[config.mk]
export PLATFORM = sky130hd
export DESIGN_NAME = t_reg_bank
export DESIGN_NICKNAME = d
export VERILOG_FILES = /design/src/rtl/t_reg_bank.sv
export SDC_FILE = /design/constraint.sdc
export NUM_CORES = 1
export LEC_CHECK = 0
export CAP_MARGIN = 20
export CORE_MARGIN = 2
export CORE_UTILIZATION = 50
export DETAILED_ROUTE_END_ITERATION = 7
export PLACE_DENSITY_LB_ADDON = 0.3
export SLEW_MARGIN = 20
export SYNTH_ARGS = -nofsm -noshare
export SYNTH_HDL_FRONTEND = slang
export SYNTH_SLANG_ARGS = --single-unit
[constraint.sdc]
create_clock -name clk -period 2.75 [get_ports clk]
set_input_delay 0.275 -clock clk [delete_from_list [all_inputs] [get_ports clk]]
set_output_delay 0.275 -clock clk [all_outputs]
set_load 0.1 [all_outputs]
[src/rtl/t_reg_bank.sv]
// Parametrised bank of edge-triggered T-type cells with toggle, load and up/down count modes,
// a registered wrap pulse and a saturating count of edges on which the stored value changed.
module t_reg_bank #(
  parameter int                 WIDTH       = 8,
  parameter logic [WIDTH-1:0]   RESET_VALUE = '0,
  parameter int                 CNT_W       = 16
) (
  input  logic             clk,
  input  logic             reset,
  input  logic             clr,
  input  logic             en,
  input  logic [1:0]       mode,
  input  logic [WIDTH-1:0] t,
  input  logic [WIDTH-1:0] d,
  output logic [WIDTH-1:0] q,
  output logic [WIDTH-1:0] qb,
  output logic             wrap,
  output logic [CNT_W-1:0] chg_cnt
);

  typedef enum logic [1:0] {
    MODE_TOGGLE = 2'b00,
    MODE_LOAD   = 2'b01,
    MODE_UP     = 2'b10,
    MODE_DOWN   = 2'b11
  } mode_e;

  localparam logic [WIDTH-1:0] ALL_ONES = '1;
  localparam logic [CNT_W-1:0] CNT_MAX  = '1;

  logic [WIDTH-1:0] q_next;
  logic             wrap_next;
  logic [CNT_W-1:0] chg_next;
  logic             changed;

  // Next value of the bank; wrap is detected from the current value before the step.
  always_comb begin
    q_next    = q;
    wrap_next = 1'b0;
    if (en) begin
      case (mode_e'(mode))
        MODE_TOGGLE: q_next = q ^ t;
        MODE_LOAD:   q_next = d;
        MODE_UP: begin
          if (t[0]) begin
            q_next    = q + WIDTH'(1);
            wrap_next = (q == ALL_ONES);
          end
        end
        MODE_DOWN: begin
          if (t[0]) begin
            q_next    = q - WIDTH'(1);
            wrap_next = (q == '0);
          end
        end
        default: q_next = q;
      endcase
    end
  end

  // A change is an actual difference in value, so reloading q or toggling with t=0 is not counted.
  always_comb begin
    changed  = (q_next != q);
    chg_next = chg_cnt;
    if (changed && (chg_cnt != CNT_MAX)) begin
      chg_next = chg_cnt + CNT_W'(1);
    end
  end

  // Clear returns to the reset state but the clearing edge itself is never counted.
  always_ff @(posedge clk or negedge reset) begin
    if (!reset) begin
      q       <= RESET_VALUE;
      wrap    <= 1'b0;
      chg_cnt <= '0;
    end else if (clr) begin
      q       <= RESET_VALUE;
      wrap    <= 1'b0;
      chg_cnt <= '0;
    end else begin
      q       <= q_next;
      wrap    <= wrap_next;
      chg_cnt <= chg_next;
    end
  end

  assign qb = ~q;

endmodule

==> impl_metrics.py, run 1 <==
metrics = {
    "sta": {
        "period_share_pct": 97.4,
        "tightest_slew_ns": 0.447,
        "fmaxAchievable_mhz": 373,
        "maxSlewViolCount": 0,
        "final.min_clock_period_ns": 2.68,
        "slew_headroom_pct": 69.4,
        "hold_violations": 0,
        "fin_skew_ns": 0.00608,
        "setup_viol": 0,
        "finalSetupTns_ns": 0,
        "rsz0062_at_grt": "false",
    },
    "layout": {
        "design_area_mm2": 0.00302,
        "final_cell_mix": "buf_4 (62), nor2_1 (33), nand2_1 (31)",
        "area_growth_pct": 33.7,
        "final_common_cell": "buf_4",
        "drive_gt1_share_pct": 28.8,
        "n_antenna_cell": 0,
        "nets": 378,
    },
    "floorplanning": {
        "die_area_mm2": 0.00507,
        "fp.dieH_um": 71.2,
        "die_w_um": 71.2,
        "start_util_pct": 51.9,
        "core-area_mm2": 0.00435,
        "io_pins": 55,
        "num_rows": 24,
    },
    "route": {
        "drc": 0,
        "viasPerCell": 6.19,
        "postRouteAntennaNets": 0,
        "drt_pass1_iterations": 5,
        "drt_iter0_drc": 308,
        "wl_met3_um": 623,
        "drt_wl_total_um": 6790,
        "num_vias": 2494,
        "m1WireLength_um": 2850,
        "wl_per_cell_um": 16.8,
        "top_layer": "met4",
        "wl_met2_um": 3180,
    },
    "yosys": {
        "syn-cell-area_mm2": 0.00226,
        "syn_nets": 309,
        "synth.distinct_cells": 56,
        "yosysSeqAreaShare_pct": 27.7,
        "yosysWarnings": 0,
        "post_synth.cell_area_avg_um2": 7.98,
        "synth_edf_count": 0,
        "synthFlopType": "dfrtp_1",
        "ys_ff_latch": 25,
        "postSynthCellCount": 283,
        "synth-async-reset-ratio_pct": 100,
    },
    "clocking": {
        "root_buffer": "clkbuf_8",
        "cts_made_buffers": 3,
        "cts.sinks": 25,
        "clockBufferDepth": 2,
        "cts_setup_buffers": 0,
        "h-tree-depth": 1,
        "cts_tree": "done",
        "clock_latency_ns": 0.27,
        "hold_buffers": 0,
        "path_clk_slew_ns": 0.09,
    },
    "setup_path": {
        "cp_max_fo": 18,
        "r2r_end": "chg_cnt[14]",
        "rrSetupSlack_ns": 0.08,
        "cp-start-kind": "input port",
        "end_kind": "register",
        "ff2ff_path_depth": 9,
        "crit_required_ns": 2.92,
        "rr_startpoint": "q[2]",
        "crit_arrival_ns": 2.85,
        "criticalPathCategory": "in2reg",
    },
    "global_route": {
        "grt_antenna_before_repair": 0,
        "grt_max_degree": 26,
        "grt_overflow_total": 0,
        "grt_pass1_wl_um": 11100,
        "grtUsageTotal_pct": 27.2,
        "grt_pass1_vias": 2300,
    },
    "power": {
        "leakage_nw": 1.31,
        "irDropWorstVdd_mv": 0.234,
        "p_per_area_mw_per_mm2": 409,
    },
    "placed_design": {
        "routabilityCongestion": 0.949,
        "dp_hpwl_um": 5170,
        "io_buffer_count": 54,
        "place_area_mm2": 0.00296,
    },
    "worst_hold_path": {
        "hold_path_class": "in2async",
    },
    "outcome": {
        "status": "finished clean",
    },
    "run": {
        "drv_cap": 0,
    },
}
-- layout make-up --
cell class / count / area [µm²]
Multi-Input combinational cell: 225 / 1520
Fill cell: 355 / 1330
Timing Repair Buffer: 84 / 696
Sequential cell: 25 / 636
Tap cell: 52 / 65.1
Inverter: 13 / 61.3
Clock buffer: 4 / 45.0
-- registers in the layout, indices dropped and copies added, names as in the netlist --
| register | cells |
|---|---|
| q | 8 |
| wrap | 1 |
| chg_cnt | 16 |
-- cells in the mapped netlist (all sizes together) (2+ instances only) --
library cell | instances | area (µm²)
or4b | 2 | 20.0
ha | 4 | 50.1
dfrtp | 25 | 626
inv | 12 | 45.0
nor2b | 16 | 100
nand2 | 31 | 116
mux2 | 14 | 158
o21ai | 18 | 90.1
o211a | 2 | 20.0
a211o | 2 | 17.5
nor2 | 33 | 124
a32oi | 2 | 17.5
o22ai | 4 | 25.0
or3 | 3 | 18.8
and3 | 6 | 37.5
o32ai | 2 | 17.5
nand3 | 9 | 45.0
nor3b | 2 | 15.0
nor3 | 6 | 41.3
mux2i | 4 | 40.0
nand4b | 2 | 23.8
buf | 10 | 73.8
nand2b | 2 | 12.5
nand4 | 11 | 68.8
o211ai | 4 | 30.0
a2bb2oi | 3 | 26.3
xnor2 | 8 | 70.1
a221oi | 7 | 61.3
nor4 | 2 | 27.5
clkbuf | 10 | 37.5
a21oi | 7 | 35.0
-- timing repair --
item,CTS,global route
gates resized for setup,0,5
endpoints found under the hold margin,0,0
setup endpoints to repair,0,6
-- worst max-delay path, cell delays in order --
cell and delay (ns):
clkdlybuf4s50_1 0.59, nor4bb_2 0.33, a2bb2oi_1 0.13, a221oi_1 0.41
a311o_1 0.25, nor3_4 0.07, buf_12 0.15, or4b_1 0.51
o211a_1 0.14
-- logic make-up after synthesis --
| logic type | count (synthesis) | share of synthesized area (%) |
|---|---|---|
| compound gates | 62 | 19.2 |
| xor+xnor | 9 | 3.49 |
| fa+ha+maj | 4 | 2.21 |
| buf+inv | 33 | 7.09 |
| flops | 25 | 27.7 |
| mux | 18 | 8.75 |
| simple gates | 132 | 31.6 |
-- metal layers --
metal | track usage [%] | vias to the layer above
met3 | 3.66 | 15
li1 | - | 1169
met5 | 0 | -
met1 | 39.2 | 1163
met4 | 7.13 | 0
met2 | 43.1 | 147
-- metrics by stage --
step	hold WS [ns]	std cells	worst slack (ns)	utilization [%]	power, mW
2_1_floorplan	-0.0206	283	-0.563	-	0.825
3_5_place_dp	0.582	399	-0.148	67.9	1.01
3_3_place_gp	0.581	399	-0.0889	67.9	0.997
4_1_cts	0.387	403	0.0201	69.0	1.24
6_report	0.374	403	0.0704	69.4	1.24
5_1_grt	0.409	403	0.0191	69.4	1.29
-- worst max path at each step --
stage / from / endpoint / slack (ns) / cells after the start
finish: t[0] / chg_cnt[14] / 0.07 / 9
CTS: q[2] / chg_cnt[14] / 0.02 / 9
global placement: t[0] / chg_cnt[14] / -0.09 / 9
detailed placement: t[0] / chg_cnt[14] / -0.15 / 9
global route: q[1] / chg_cnt[14] / 0.02 / 10
floorplan: q[0] / chg_cnt[7] / -0.56 / 10
-- where the power goes --
group,total [mW],switching (mW),internal (mW),leakage (nW)
clock network,0.226,0.122,0.104,0.0228
registers,0.418,0.0319,0.386,0.335
logic,0.592,0.391,0.201,0.956
total,1.24,0.545,0.691,1.31
(Power assumes the default switching activity.)
==> inputs of run 2 (changes only) <==
Settings changed: PLACE_DENSITY from default to 0.81, PLACE_DENSITY_LB_ADDON 0.3 to default.
==> impl_metrics.py, run 2 (synthesis gave the netlist of run 1 again) <==
metrics = {
    "sta": {
        "final.min_clock_period_ns": 2.63,
        "holdWs_ns": 0.356,
        "rsz0062_at_grt": "false",
        "finalSetupTns_ns": 0,
        "setup_viol": 0,
        "hold_violations": 0,
        "fin_skew_ns": 0.00772,
        "maxSlewViolCount": 0,
        "period_share_pct": 95.6,
        "fmaxAchievable_mhz": 381,
        "slew_headroom_pct": 68.1,
        "tightest_slew_ns": 0.466,
    },
    "clocking": {
        "cts_tree": "done",
        "hold_buffers": 0,
        "path_clk_slew_ns": 0.10,
        "clockBufferDepth": 2,
        "cts.sinks": 25,
        "root_buffer": "clkbuf_8",
        "cts_setup_buffers": 0,
        "clock_latency_ns": 0.27,
        "h-tree-depth": 1,
        "cts_made_buffers": 3,
        "cts_resized": 0,
    },
    "layout": {
        "largest_register_ffs": 16,
        "final_cell_mix": "buf_4 (62), nor2_1 (33), nand2_1 (31)",
        "largestRegisters": "chg_cnt: 16 flops, q: 8 flops, wrap: 1 flops",
        "top_register": "chg_cnt",
        "final_common_cell": "buf_4",
        "multiInputGateArea_mm2": 0.00151,
        "final_cells": 403,
        "area_growth_pct": 33.3,
        "seq_area_um2": 636,
        "fin_util_pct": 69.2,
        "num-fill-cells": 369,
        "n_antenna_cell": 0,
        "drive_gt1_share_pct": 28.2,
        "nets": 378,
    },
    "setup_path": {
        "crit_arrival_ns": 2.80,
        "cp_max_fo": 18,
        "criticalPathCategory": "reg2reg",
        "cp-start-kind": "register",
        "crit_required_ns": 2.92,
        "end_kind": "register",
    },
    "worst_hold_path": {
        "hold_path_class": "in2async",
    },
    "global_route": {
        "grtUsageMet1_pct": 38.9,
        "met2_usage_pct": 41.3,
        "gr-max-usage-layer": "met2",
        "grt_antenna_before_repair": 0,
        "grt_pass1_vias": 2196,
        "met3_usage_pct": 5.49,
        "grt_overflow_total": 0,
        "grt_pass1_wl_um": 10800,
        "grt_max_degree": 36,
        "grtUsageTotal_pct": 26.5,
    },
    "floorplanning": {
        "io_pins": 55,
        "core-area_mm2": 0.00435,
        "start_util_pct": 51.9,
        "fp.dieH_um": 71.2,
        "num_rows": 24,
        "die_area_mm2": 0.00507,
        "die_w_um": 71.2,
    },
    "route": {
        "wl_per_cell_um": 16.3,
        "drt_iter0_drc": 258,
        "viasPerCell": 6.07,
        "drc": 0,
        "drt_wl_total_um": 6570,
        "num_vias": 2447,
        "drt_pass1_iterations": 5,
        "postRouteAntennaNets": 0,
    },
    "power": {
        "irDropWorstVdd_mv": 0.340,
        "power_mw": 1.24,
        "p_switching_uw": 551,
        "clkPwrFrac_pct": 18.8,
        "internal_power_uw": 690,
        "sequentialPowerShare_pct": 33.5,
        "p_per_area_mw_per_mm2": 412,
        "p_comb_share_pct": 47.7,
        "leakage_nw": 1.31,
        "switching_share_pct": 44.4,
    },
    "placed_design": {
        "routabilityCongestion": 1.04,
        "dp_hpwl_um": 5010,
        "io_buffer_count": 54,
        "placed_cells_incl_taps": 399,
    },
    "outcome": {
        "status": "finished clean",
    },
    "run": {
        "drv_cap": 0,
    },
}
[run 2: cell types whose count changed in the layout (fill, tap and decap cells not counted), sizes merged]
cell,before,now
clkbuf,4,3
clkinvlp,3,4
[run 2: routing by layer]
metal	vias up	share of wire (%)	routed length (µm)
li1	1167	-	-
met1	1164	44	2920
met2	109	46	3010
met3	7	9.2	605
met4	0	0.71	47
met5	-	0	0
[run 2: power by group through the flow]
stage / clock network [mW] / logic, mW / registers (mW)
floorplan: 0 / 0.286 / 0.540
global placement: 0 / 0.581 / 0.421
detailed placement: 0 / 0.586 / 0.422
CTS: 0.240 / 0.587 / 0.414
global route: 0.250 / 0.626 / 0.419
finish: 0.233 / 0.592 / 0.416
[run 2: critical path: stages, from the launching register on]
cell and delay [ns]:
dfrtp_1 0.43, buf_4 0.20, nor3_2 0.31, a2bb2oi_1 0.15, a221oi_1 0.35, a311o_1 0.24
nor3_4 0.07, buf_12 0.15, or4b_1 0.49, o211a_1 0.14
[run 2: final cells by class]
| cell class | count | area share (%) |
|---|---|---|
| multi-input combinational | 225 | 50.0 |
| clock inverter | 1 | 0.249 |
| sequential | 25 | 21.1 |
| inverter | 13 | 2.04 |
| clock buffer | 3 | 1.37 |
| tap | 52 | 2.16 |
| timing repair buffer | 84 | 23.1 |
[run 2: path summary, 6_finish.rpt]
check                       startpoint           to  slack, ns  cells past startpoint
min                              reset         q[3]       0.36                      2
max reg2reg                       q[4]  chg_cnt[14]       0.12                      9
min reg2reg                chg_cnt[12]  chg_cnt[12]       0.61                      1
max in group asynchronous        reset         q[1]       2.11                      2
max                               q[4]  chg_cnt[14]       0.12                      9
min in group clk           chg_cnt[12]  chg_cnt[12]       0.61                      1
[run 2: per-stage QoR]
step	cell area, µm²	setup WS, ns
2_1_floorplan	2310	-0.563
3_3_place_gp	2960	-0.0455
3_5_place_dp	2960	-0.0477
4_1_cts	3010	0.0664
5_1_grt	3010	0.0332
6_report	3010	0.122
==> inputs of run 3 (changes only) <==
Settings changed: CELL_PAD_IN_SITES_DETAIL_PLACEMENT from default to 1, CELL_PAD_IN_SITES_GLOBAL_PLACEMENT from default to 1, CORE_UTILIZATION 50 to 36, PLACE_DENSITY 0.81 to default, PLACE_DENSITY_LB_ADDON from default to 0.1, SKIP_LAST_GASP from default to 1.
==> impl_metrics.py, run 3 (synthesis gave the netlist of run 1 again) <==
metrics = {
    "outcome": {
        "status": "finished clean",
    },
    "route": {
        "wl_per_cell_um": 17.7,
        "postRouteAntennaNets": 0,
        "drt_iter0_drc": 104,
        "viasPerCell": 5.57,
        "num_vias": 2436,
        "drc": 0,
        "drt_wl_total_um": 7730,
        "drt_pass1_iterations": 4,
    },
    "floorplanning": {
        "die_w_um": 83.2,
        "start_util_pct": 37.7,
        "fp.dieH_um": 83.2,
        "die_area_mm2": 0.00693,
        "num_rows": 28,
        "core-area_mm2": 0.00599,
        "io_pins": 55,
    },
    "setup_path": {
        "cp_num_buf_inv": 1,
        "slowest_stage": "or4b_1",
        "crit_path_max_incr_delay_ns": 0.57,
        "cp_common_cell": "or4b_1",
        "cp_cell_sequence": "nor4_4 > a41oi_1 > or4b_1 > nand4b_2 > nor3_4 > buf_12 > or4b_1 > o211a_1",
        "crit_arrival_ns": 2.81,
        "rr_startpoint": "q[2]",
        "end_kind": "register",
        "cp_max_fo": 18,
        "crit_required_ns": 2.92,
        "rrSetupSlack_ns": 0.10,
        "r2r_end": "chg_cnt[14]",
        "cp-start-kind": "register",
        "path_delay_family": "simple AND/OR/NAND/NOR gates",
        "ff2ff_path_depth": 8,
        "criticalPathCategory": "reg2reg",
    },
    "placed_design": {
        "dp_hpwl_um": 5810,
        "routabilityCongestion": 0.871,
        "detailedPlace.worstSlack_ns": -0.0654,
        "io_buffer_count": 54,
        "placed_cells_incl_taps": 430,
    },
    "layout": {
        "final_cells": 437,
        "nets": 389,
        "area_growth_pct": 38.4,
        "final_common_cell": "buf_4",
        "n_antenna_cell": 0,
        "largest_register_ffs": 16,
        "drive_gt1_share_pct": 30.7,
        "top_register": "chg_cnt",
        "final_cell_mix": "buf_4 (73), nor2_1 (33), nand2_1 (31)",
        "largestRegisters": "chg_cnt: 16 flops, q: 8 flops, wrap: 1 flops",
    },
    "sta": {
        "rsz0062_at_grt": "false",
        "fmaxAchievable_mhz": 378,
        "setup_viol": 0,
        "slew_headroom_pct": 67.8,
        "period_share_pct": 96.2,
        "finalSetupTns_ns": 0,
        "maxSlewViolCount": 0,
        "fin_skew_ns": 0.00342,
        "final.min_clock_period_ns": 2.65,
        "timing.final.ws_setup_ns": 0.104,
        "hold_violations": 0,
        "tightest_slew_ns": 0.472,
    },
    "run": {
        "drv_cap": 0,
    },
    "global_route": {
        "grt_overflow_total": 0,
        "grt_antenna_before_repair": 0,
        "grt_pass1_vias": 2485,
        "grt_max_degree": 36,
        "grtUsageTotal_pct": 22.8,
        "grt_pass1_wl_um": 13000,
    },
    "worst_hold_path": {
        "hold_path_class": "in2async",
    },
    "clocking": {
        "hold_buffers": 0,
        "root_buffer": "clkbuf_8",
        "path_clk_slew_ns": 0.09,
        "h-tree-depth": 1,
        "clockBufferDepth": 2,
        "cts_made_buffers": 3,
        "cts_tree": "done",
        "cts.sinks": 25,
        "clock_latency_ns": 0.27,
    },
    "power": {
        "irDropWorstVdd_mv": 0.348,
        "p_per_area_mw_per_mm2": 401,
        "leakage_nw": 1.36,
    },
}
==> run 3: layout make-up <==
cell class	instances	area [µm²]
Clock buffer	4	45.0
Fill cell	756	2860
Inverter	13	61.3
Multi-Input combinational cell	225	1510
Sequential cell	25	637
Tap cell	75	93.8
Timing Repair Buffer	95	778
==> run 3: stage by stage <==
step	total power, mW	hold slack [ns]	area, µm²	util (%)
6_report	1.25	0.372	3130	52.2
5_1_grt	1.32	0.389	3130	52.2
4_1_cts	1.26	0.385	3090	51.6
3_5_place_dp	1.03	0.589	3050	50.9
3_3_place_gp	1.02	0.593	3050	50.9
2_1_floorplan	0.825	-0.0206	2310	-
==> run 3: worst max-delay path by stage <==
stage,startpoint,end,slack [ns],cells after the start
floorplan,q[0],chg_cnt[7],-0.56,10
global placement,t[0],chg_cnt[14],-0.05,9
global route,q[1],chg_cnt[0],0.01,9
detailed placement,t[0],chg_cnt[14],-0.07,9
finish,q[2],chg_cnt[14],0.10,8
CTS,q[2],chg_cnt[14],0.03,8
==> run 3: metal layers <==
layer,share of wire [%],track usage [%]
met1,49,33.9
met2,46,35.6
met3,4.2,2.98
met4,0.63,4.02
met5,0,0
==> run 3: timing repair <==
action,4_1_cts,5_1_grt
setup endpoints to repair,0,3
setup buffers,0,3
resized for setup,0,3
==> run 3: worst register-to-register path, stage by stage (launching register included) <==
cell and delay (ns):
dfrtp_2 0.46, nor4_4 0.32, a41oi_1 0.21, or4b_1 0.57
nand4b_2 0.14, nor3_4 0.05, buf_12 0.15, or4b_1 0.50
o211a_1 0.14
==> run 3: report_power, final <==
group          switching [mW]  internal (mW)  total, mW
logic                   0.399          0.215      0.613
clock network           0.121          0.104      0.225
registers              0.0303          0.386      0.417
total                   0.550          0.705       1.25
